--- config.mk ---
export PLATFORM = sky130hd
export DESIGN_NAME = lanzones_mem_master
export DESIGN_NICKNAME = d
export VERILOG_FILES = /design/src/rtl/lanzones_mem_pkg.sv /design/src/rtl/lanzones_lane_align.sv /design/src/rtl/lanzones_mem_master.sv
export SDC_FILE = /design/constraint.sdc
export NUM_CORES = 1
export LEC_CHECK = 0
export BUFFER_PORTS_ARGS = -buffer_cell sky130_fd_sc_hd__buf_4
export CORE_MARGIN = 3
export CORE_UTILIZATION = 24
export DETAILED_ROUTE_END_ITERATION = 8
export SYNTH_ARGS = -nofsm -noshare
export SYNTH_HDL_FRONTEND = slang
export SYNTH_SLANG_ARGS = --single-unit
--- constraint.sdc ---
create_clock -name clk -period 5.75 [get_ports clk]
set_input_delay 0.575 -clock clk [delete_from_list [all_inputs] [get_ports clk]]
set_output_delay 0.575 -clock clk [all_outputs]
set_load 0.01 [all_outputs]
--- src/rtl/lanzones_mem_pkg.sv ---
`default_nettype none
// ============================================================================
// Module  : lanzones_mem_pkg
// Brief   : Shared encodings for the lanzones memory master (sizes, states).
// Rev     : 1.0  initial release
// ============================================================================
package lanzones_mem_pkg;

    localparam logic [1:0] SZ_BYTE = 2'd0;
    localparam logic [1:0] SZ_HALF = 2'd1;
    localparam logic [1:0] SZ_WORD = 2'd2;

    localparam int         STATE_W = 2;
    localparam logic [STATE_W-1:0] IDLE = 2'd0;
    localparam logic [STATE_W-1:0] RD   = 2'd1;
    localparam logic [STATE_W-1:0] WR   = 2'd2;
    localparam logic [STATE_W-1:0] RESP = 2'd3;

    localparam int DEF_ADDR_SHIFT = 2;

    // Size 3 is always illegal; halves need even, words need 4-aligned addresses.
    function automatic logic misaligned(input logic [1:0] size, input logic [1:0] lane);
        case (size)
            SZ_BYTE: misaligned = 1'b0;
            SZ_HALF: misaligned = lane[0];
            SZ_WORD: misaligned = (lane != 2'd0);
            default: misaligned = 1'b1;
        endcase
    endfunction

endpackage
`default_nettype wire

--- src/rtl/lanzones_lane_align.sv ---
`default_nettype none
// ============================================================================
// Module  : lanzones_lane_align
// Brief   : Combinational load extract/extend and store lane merge.
// Rev     : 1.0  initial release
// ============================================================================
module lanzones_lane_align
    import lanzones_mem_pkg::*;
(
    input  logic [1:0]  i_size,
    input  logic [1:0]  i_lane,
    input  logic        i_is_unsigned,
    input  logic [31:0] i_rword,
    input  logic [31:0] i_wdata,
    output logic [31:0] o_load_data,
    output logic [31:0] o_merge_data
);

    logic [4:0]  w_shift;
    logic [31:0] w_sh;
    logic [31:0] w_mask;

    always_comb begin
        w_shift = {i_lane, 3'b000};
        w_sh    = i_rword >> w_shift;
        case (i_size)
            SZ_BYTE: begin
                o_load_data = i_is_unsigned ? {24'h0, w_sh[7:0]} : {{24{w_sh[7]}}, w_sh[7:0]};
                w_mask      = 32'h0000_00FF << w_shift;
            end
            SZ_HALF: begin
                o_load_data = i_is_unsigned ? {16'h0, w_sh[15:0]} : {{16{w_sh[15]}}, w_sh[15:0]};
                w_mask      = 32'h0000_FFFF << w_shift;
            end
            default: begin
                o_load_data = w_sh;
                w_mask      = 32'hFFFF_FFFF;
            end
        endcase
        // Store data arrives right-aligned; move it into its lane over the old word.
        o_merge_data = (i_rword & ~w_mask) | ((i_wdata << w_shift) & w_mask);
    end

endmodule
`default_nettype wire

--- src/rtl/lanzones_mem_master.sv ---
`default_nettype none
// ============================================================================
// Module  : lanzones_mem_master
// Brief   : Core load/store to word-only lanzones bus initiator with RMW.
//           Optional bus timeout: LANZONES_MEM_MASTER_TIMEOUT_EN.
// Rev     : 1.0  initial release
// ============================================================================
module lanzones_mem_master
    import lanzones_mem_pkg::*;
#(
    parameter int TIMEOUT_CYCLES = 64,
    parameter int ADDR_SHIFT     = DEF_ADDR_SHIFT
) (
    input  logic        clk,
    input  logic        rst,
    input  logic        req_vld,
    output logic        req_rdy,
    input  logic        req_we,
    input  logic [1:0]  req_size,
    input  logic        req_unsigned,
    input  logic [31:0] req_addr,
    input  logic [31:0] req_wdata,
    output logic        rsp_vld,
    output logic [31:0] rsp_rdata,
    output logic        rsp_err,
    output logic        RRdy,
    input  logic        RVld,
    output logic [31:0] RAddr,
    output logic [31:0] RWData,
    output logic        RWEn,
    input  logic [31:0] RData
);

    logic [STATE_W-1:0] r_state, w_ns;
    logic        r_we, r_uns;
    logic [1:0]  r_size, r_lane;
    logic [31:0] r_wdata;
    logic        r_req_rdy, r_rsp_vld, r_rsp_err, r_rrdy, r_rwen;
    logic [31:0] r_rsp_rdata, r_raddr, r_rwdata;

    logic        w_accept, w_misalign, w_done, w_tmo;
    logic        w_req_rdy_d, w_rrdy_d, w_rwen_d, w_rsp_vld_d, w_rsp_err_d;
    logic [31:0] w_rsp_rdata_d, w_raddr_d, w_rwdata_d;
    logic [31:0] w_load, w_merge;

    assign w_accept   = req_vld && r_req_rdy;
    assign w_misalign = misaligned(req_size, req_addr[1:0]);
    // RVld only counts while a request is actually on the bus.
    assign w_done     = RVld && r_rrdy;

    lanzones_lane_align u_align (
        .i_size        (r_size),
        .i_lane        (r_lane),
        .i_is_unsigned (r_uns),
        .i_rword       (RData),
        .i_wdata       (r_wdata),
        .o_load_data   (w_load),
        .o_merge_data  (w_merge)
    );

`ifdef LANZONES_MEM_MASTER_TIMEOUT_EN
    localparam int                 c_tmo_w    = $clog2(TIMEOUT_CYCLES + 1);
    localparam logic [c_tmo_w-1:0] c_tmo_last = c_tmo_w'(TIMEOUT_CYCLES - 1);
    logic [c_tmo_w-1:0] r_tmo_cnt;
    logic               w_waiting;

    assign w_waiting = (r_state == RD) || ((r_state == WR) && r_rrdy);
    assign w_tmo     = w_waiting && !RVld && (r_tmo_cnt == c_tmo_last);

    always_ff @(posedge clk or posedge rst) begin
        if (rst)
            r_tmo_cnt <= '0;
        else if (!w_waiting || (w_ns != r_state))
            r_tmo_cnt <= '0;
        else
            r_tmo_cnt <= r_tmo_cnt + 1'b1;
    end
`else
    assign w_tmo = 1'b0 && (TIMEOUT_CYCLES > 0);
`endif

    always_ff @(posedge clk or posedge rst) begin
        if (rst) begin
            r_state     <= IDLE;
            r_we        <= 1'b0;
            r_uns       <= 1'b0;
            r_size      <= SZ_BYTE;
            r_lane      <= 2'd0;
            r_wdata     <= 32'h0;
            r_req_rdy   <= 1'b0;
            r_rsp_vld   <= 1'b0;
            r_rsp_err   <= 1'b0;
            r_rsp_rdata <= 32'h0;
            r_rrdy      <= 1'b0;
            r_rwen      <= 1'b0;
            r_raddr     <= 32'h0;
            r_rwdata    <= 32'h0;
        end else begin
            r_state     <= w_ns;
            if (w_accept) begin
                r_we    <= req_we;
                r_uns   <= req_unsigned;
                r_size  <= req_size;
                r_lane  <= req_addr[1:0];
                r_wdata <= req_wdata;
            end
            r_req_rdy   <= w_req_rdy_d;
            r_rsp_vld   <= w_rsp_vld_d;
            r_rsp_err   <= w_rsp_err_d;
            r_rsp_rdata <= w_rsp_rdata_d;
            r_rrdy      <= w_rrdy_d;
            r_rwen      <= w_rwen_d;
            r_raddr     <= w_raddr_d;
            r_rwdata    <= w_rwdata_d;
        end
    end

    always_comb begin
        w_ns = r_state;
        case (r_state)
            IDLE: if (w_accept) begin
                if (w_misalign)                          w_ns = RESP;
                else if (req_we && (req_size == SZ_WORD)) w_ns = WR;
                else                                     w_ns = RD;
            end
            RD:   if (w_done)     w_ns = r_we ? WR : RESP;
                  else if (w_tmo) w_ns = RESP;
            WR:   if (w_done || w_tmo) w_ns = RESP;
            RESP: w_ns = IDLE;
            default: w_ns = IDLE;
        endcase
    end

    // Next values of the registered outputs. An RD->WR hop lets RRdy fall for a
    // cycle so it is never held across two RVld pulses; the write starts after.
    always_comb begin
        w_req_rdy_d   = (w_ns == IDLE);
        w_rrdy_d      = (w_ns == RD) || ((w_ns == WR) && (r_state != RD));
        w_rwen_d      = w_rrdy_d && (w_ns == WR) && !((r_state == WR) && r_rrdy);
        w_rsp_vld_d   = (w_ns == RESP);
        w_rsp_err_d   = (w_ns == RESP) && ((r_state == IDLE) || w_tmo);
        w_rsp_rdata_d = ((r_state == RD) && w_done && !r_we) ? w_load : 32'h0;
        w_raddr_d     = r_raddr;
        w_rwdata_d    = r_rwdata;
        if (w_accept && !w_misalign) begin
            w_raddr_d = req_addr >> ADDR_SHIFT;
            if (req_we && (req_size == SZ_WORD))
                w_rwdata_d = req_wdata;
        end else if ((r_state == RD) && w_done && r_we) begin
            w_rwdata_d = w_merge;
        end
    end

    assign req_rdy   = r_req_rdy;
    assign rsp_vld   = r_rsp_vld;
    assign rsp_err   = r_rsp_err;
    assign rsp_rdata = r_rsp_rdata;
    assign RRdy      = r_rrdy;
    assign RWEn      = r_rwen;
    assign RAddr     = r_raddr;
    assign RWData    = r_rwdata;

endmodule
`default_nettype wire

==> run_results.csv <==
group,metric,value,unit
hold_path,hold_class,"primary input to async pin",
grt,antenna_found_initial,0,
detailed_routing,drt_pass1_iterations,5,
power,irDropWorstVdd,0.242,mV
grt,grt_pass1_vias,6051,
cells_and_area,fin_util,33.1,%
clock_tree,ctsHoldBuffers,0,
cells_and_area,layout-drive-gt1-share,29.8,%
setup_path,crit_path_start,"req_rdy$_DFF_PP0_",
detailed_routing,drc,0,
floorplan,die_area,30900,um^2
timing,period_minus_slack,2760,ps
synthesis,yosysTopAreaCell,"dfrtp_1",
setup_path,critPathRequiredTime,6070,ps
synthesis,synth.most_common_cell,"nand2_1",
timing,setup_tns,0,ps
synthesis,ys.warnings.count,0,
floorplan,die_h,176,um
grt,grt_use_total,15.7,%
setup_path,arrival,3080,ps
placement,pre_cts_slack,2680,ps
cells_and_area,multiInputGateArea,3100,um^2
setup_path,slowest_stage,"nor4_4",
grt,grt_max_degree,87,
clock_tree,clk_pin_slew,60,ps
synthesis,netlist_area,6910,um^2
floorplan,dieWidth,176,um
setup_path,cpLargestDelayFamily,"simple AND/OR/NAND/NOR gates",
clock_tree,clk_path_buf_depth,2,
detailed_routing,num_vias,6355,
timing,max_freq,362,MHz
setup_path,worstSetupPathType,"flop to flop",
detailed_routing,vias_per_cell,4.89,
detailed_routing,routed_wl,24900,um
placement,hpwl,18000,um
power,p_total,4.81,mW
synthesis,synth_edf_count,0,
floorplan,io_pins,205,
timing,slew_violations,0,
clock_tree,postCtsSetupBuffers,0,
clock_tree,post_cts_resized,0,
floorplan,rows,61,
timing,setup_slack,2990,ps
clock_tree,cts_buffers,17,
clock_tree,cts_tree,"done",
synthesis,yosysSeqAreaShare,50.3,%
synthesis,avgSynthCellArea,9.31,um^2
setup_path,worstSetupEndpointType,"flop",
timing,tightest_slew,1370,ps
setup_path,worstReg2RegStart,"req_rdy$_DFF_PP0_",
detailed_routing,antenna_left,0,
cells_and_area,nNetsFinal,1012,
placement,placed_cells,1267,
clock_tree,htree_levels,4,
cells_and_area,fill_cells,2983,
floorplan,start_util,24.6,%
clock_tree,ctsRootBufferMaster,"clkbuf_16",
placement,gp_congestion,0.875,
setup_path,reg2reg_slack,2990,ps
detailed_routing,drtIter0Drc,633,
setup_path,path_max_fanout,46,
power,p_leak,4.45,nW
setup_path,crit_chain,"nand2_1 -> buf_4 -> nor4_4 -> or2_1 -> mux2_2",
setup_path,path_buf_inv,1,
grt,gr-total-overflow,0,
timing,post-route-period-util,48.0,%
cells_and_area,layout.cells.non_filler,1299,
setup_path,startpoint_type,"flop",
clock_tree,clock_latency,430,ps
synthesis,synthTopCellsByCount,"nand2_1 (228), dfrtp_1 (139), clkbuf_1 (31)",
setup_path,critPathMaxStageDelay,860,ps
synthesis,synth_area_leaders,"dfrtp_1 (50%), nand2_1 (12%), mux2i_1 (3.6%)",
grt,grt_pass1_wl,37100,um
cells_and_area,seq_area,3480,um^2
cells_and_area,synthToLayoutAreaGrowth,34.4,%
placement,port_buffers,202,
timing,fin_skew,10.5,ps
detailed_routing,wl_per_cell,19.1,um
power,powerDensity,518,nW/um^2
synthesis,yosysTopAreaCellShare,50.3,%
status,run_status,"complete, no violations",
floorplan,core-area,28100,um^2
synthesis,ys_types,47,
timing,rsz0062_at_grt,"false",
synthesis,synth_seq_cells,139,
timing,hold_viol_final,0,
synthesis,async_reset_ff_share,100,%
clock_tree,cts_sinks,139,
job,drv_cap,0,
synthesis,yosys_most_used_dff,"dfrtp_1",
timing,relSlewSlack,8.26,%
cells_and_area,n_antenna_cell,0,
synthesis,syn_inst,742,
timing,setup_viol,0,
worst paths after layout:
check	endpoint	depth (start not counted)
worst max register to register	RWData[3]$_DFFE_PP0P_	5
worst min-delay path	RAddr[0]$_DFFE_PP0P_	2
worst max-delay path	RWData[3]$_DFFE_PP0P_	5
worst min register to register	r_wdata[30]$_DFFE_PP0N_	2
min in group clk	RAddr[18]$_DFFE_PP0P_	3
max in group asynchronous	r_lane[0]$_DFFE_PP0N_	3
sequential cells by signal (all words and copies together), names as in the netlist:
| register | cells |
|---|---|
| r_state | 2 |
| r_size | 2 |
| r_uns | 1 |
| rsp_vld | 1 |
| RWEn | 1 |
| RAddr | 30 |
| r_we | 1 |
| rsp_rdata | 32 |
| RWData | 32 |
| rsp_err | 1 |
| req_rdy | 1 |
| r_wdata | 32 |
| r_lane | 2 |
| RRdy | 1 |
worst reg2reg max path: cells and delay by family (launching register included):
kind,cells,cell delay (ps)
flip-flops,1,360
AND/OR/NAND/NOR,3,1590
multiplexers,1,420
buffers and inverters,1,280
routing by layer:
metal / vias to the layer above / part of all wire (%) / global-route usage, %
met5: - / 0 / 0
met4: 0 / 2.9 / 6.07
met3: 45 / 8.3 / 4.06
met2: 269 / 46 / 24.2
met1: 3102 / 43 / 21.1
li1: 2939 / - / -
power breakdown:
| group | leakage [nW] | internal, mW | switching (mW) |
|---|---|---|---|
| clock network | 0.296 | 0.674 | 0.475 |
| registers | 1.79 | 1.33 | 0.298 |
| logic | 2.37 | 0.897 | 1.14 |
| total | 4.45 | 2.90 | 1.91 |
placed cells by master (no fill, tap or decap), drive strengths merged, types with 11 or more instances in the layout:
cell type / Yosys / routed
nand2: 228 / 228
buf: 34 / 211
dfrtp: 139 / 139
mux2i: 25 / 25
o22ai: 24 / 24
o2bb2ai: 24 / 24
o21ai: 22 / 22
mux2: 19 / 19
clkbuf: 31 / 19
inv: 11 / 18
a31oi: 16 / 16
a211oi: 16 / 16
nor2: 15 / 15
a221oi: 15 / 15
nor2b: 15 / 15
nor3: 11 / 11
nor4: 11 / 11
logic make-up after synthesis:
logic type | Yosys count | share of synthesized area (%)
other | 1 | 0.0543
buffers and inverters | 76 | 5.01
DFF | 139 | 50.3
muxes | 45 | 7.04
AOI/OAI and AO/OA | 159 | 16.8
and+or+nand+nor | 322 | 20.7
cell type report:
cell class | instances | area share (%)
clock buffers | 19 | 4.88
repair buffers | 211 | 17.1
well taps | 378 | 5.09
clock inverters | 13 | 1.67
multi-input cells | 528 | 33.3
flip-flops and latches | 139 | 37.5
inverters | 11 | 0.498
per-stage QoR:
step / hold slack, ps / cell area (um^2)
global route: 311 / 9290
finish: 291 / 9290
detailed placement: 455 / 8680
CTS: 310 / 9290
global placement: 452 / 8680
floorplan: 438 / 6920
No activity file was read; power rests on OpenSTA's default activity.
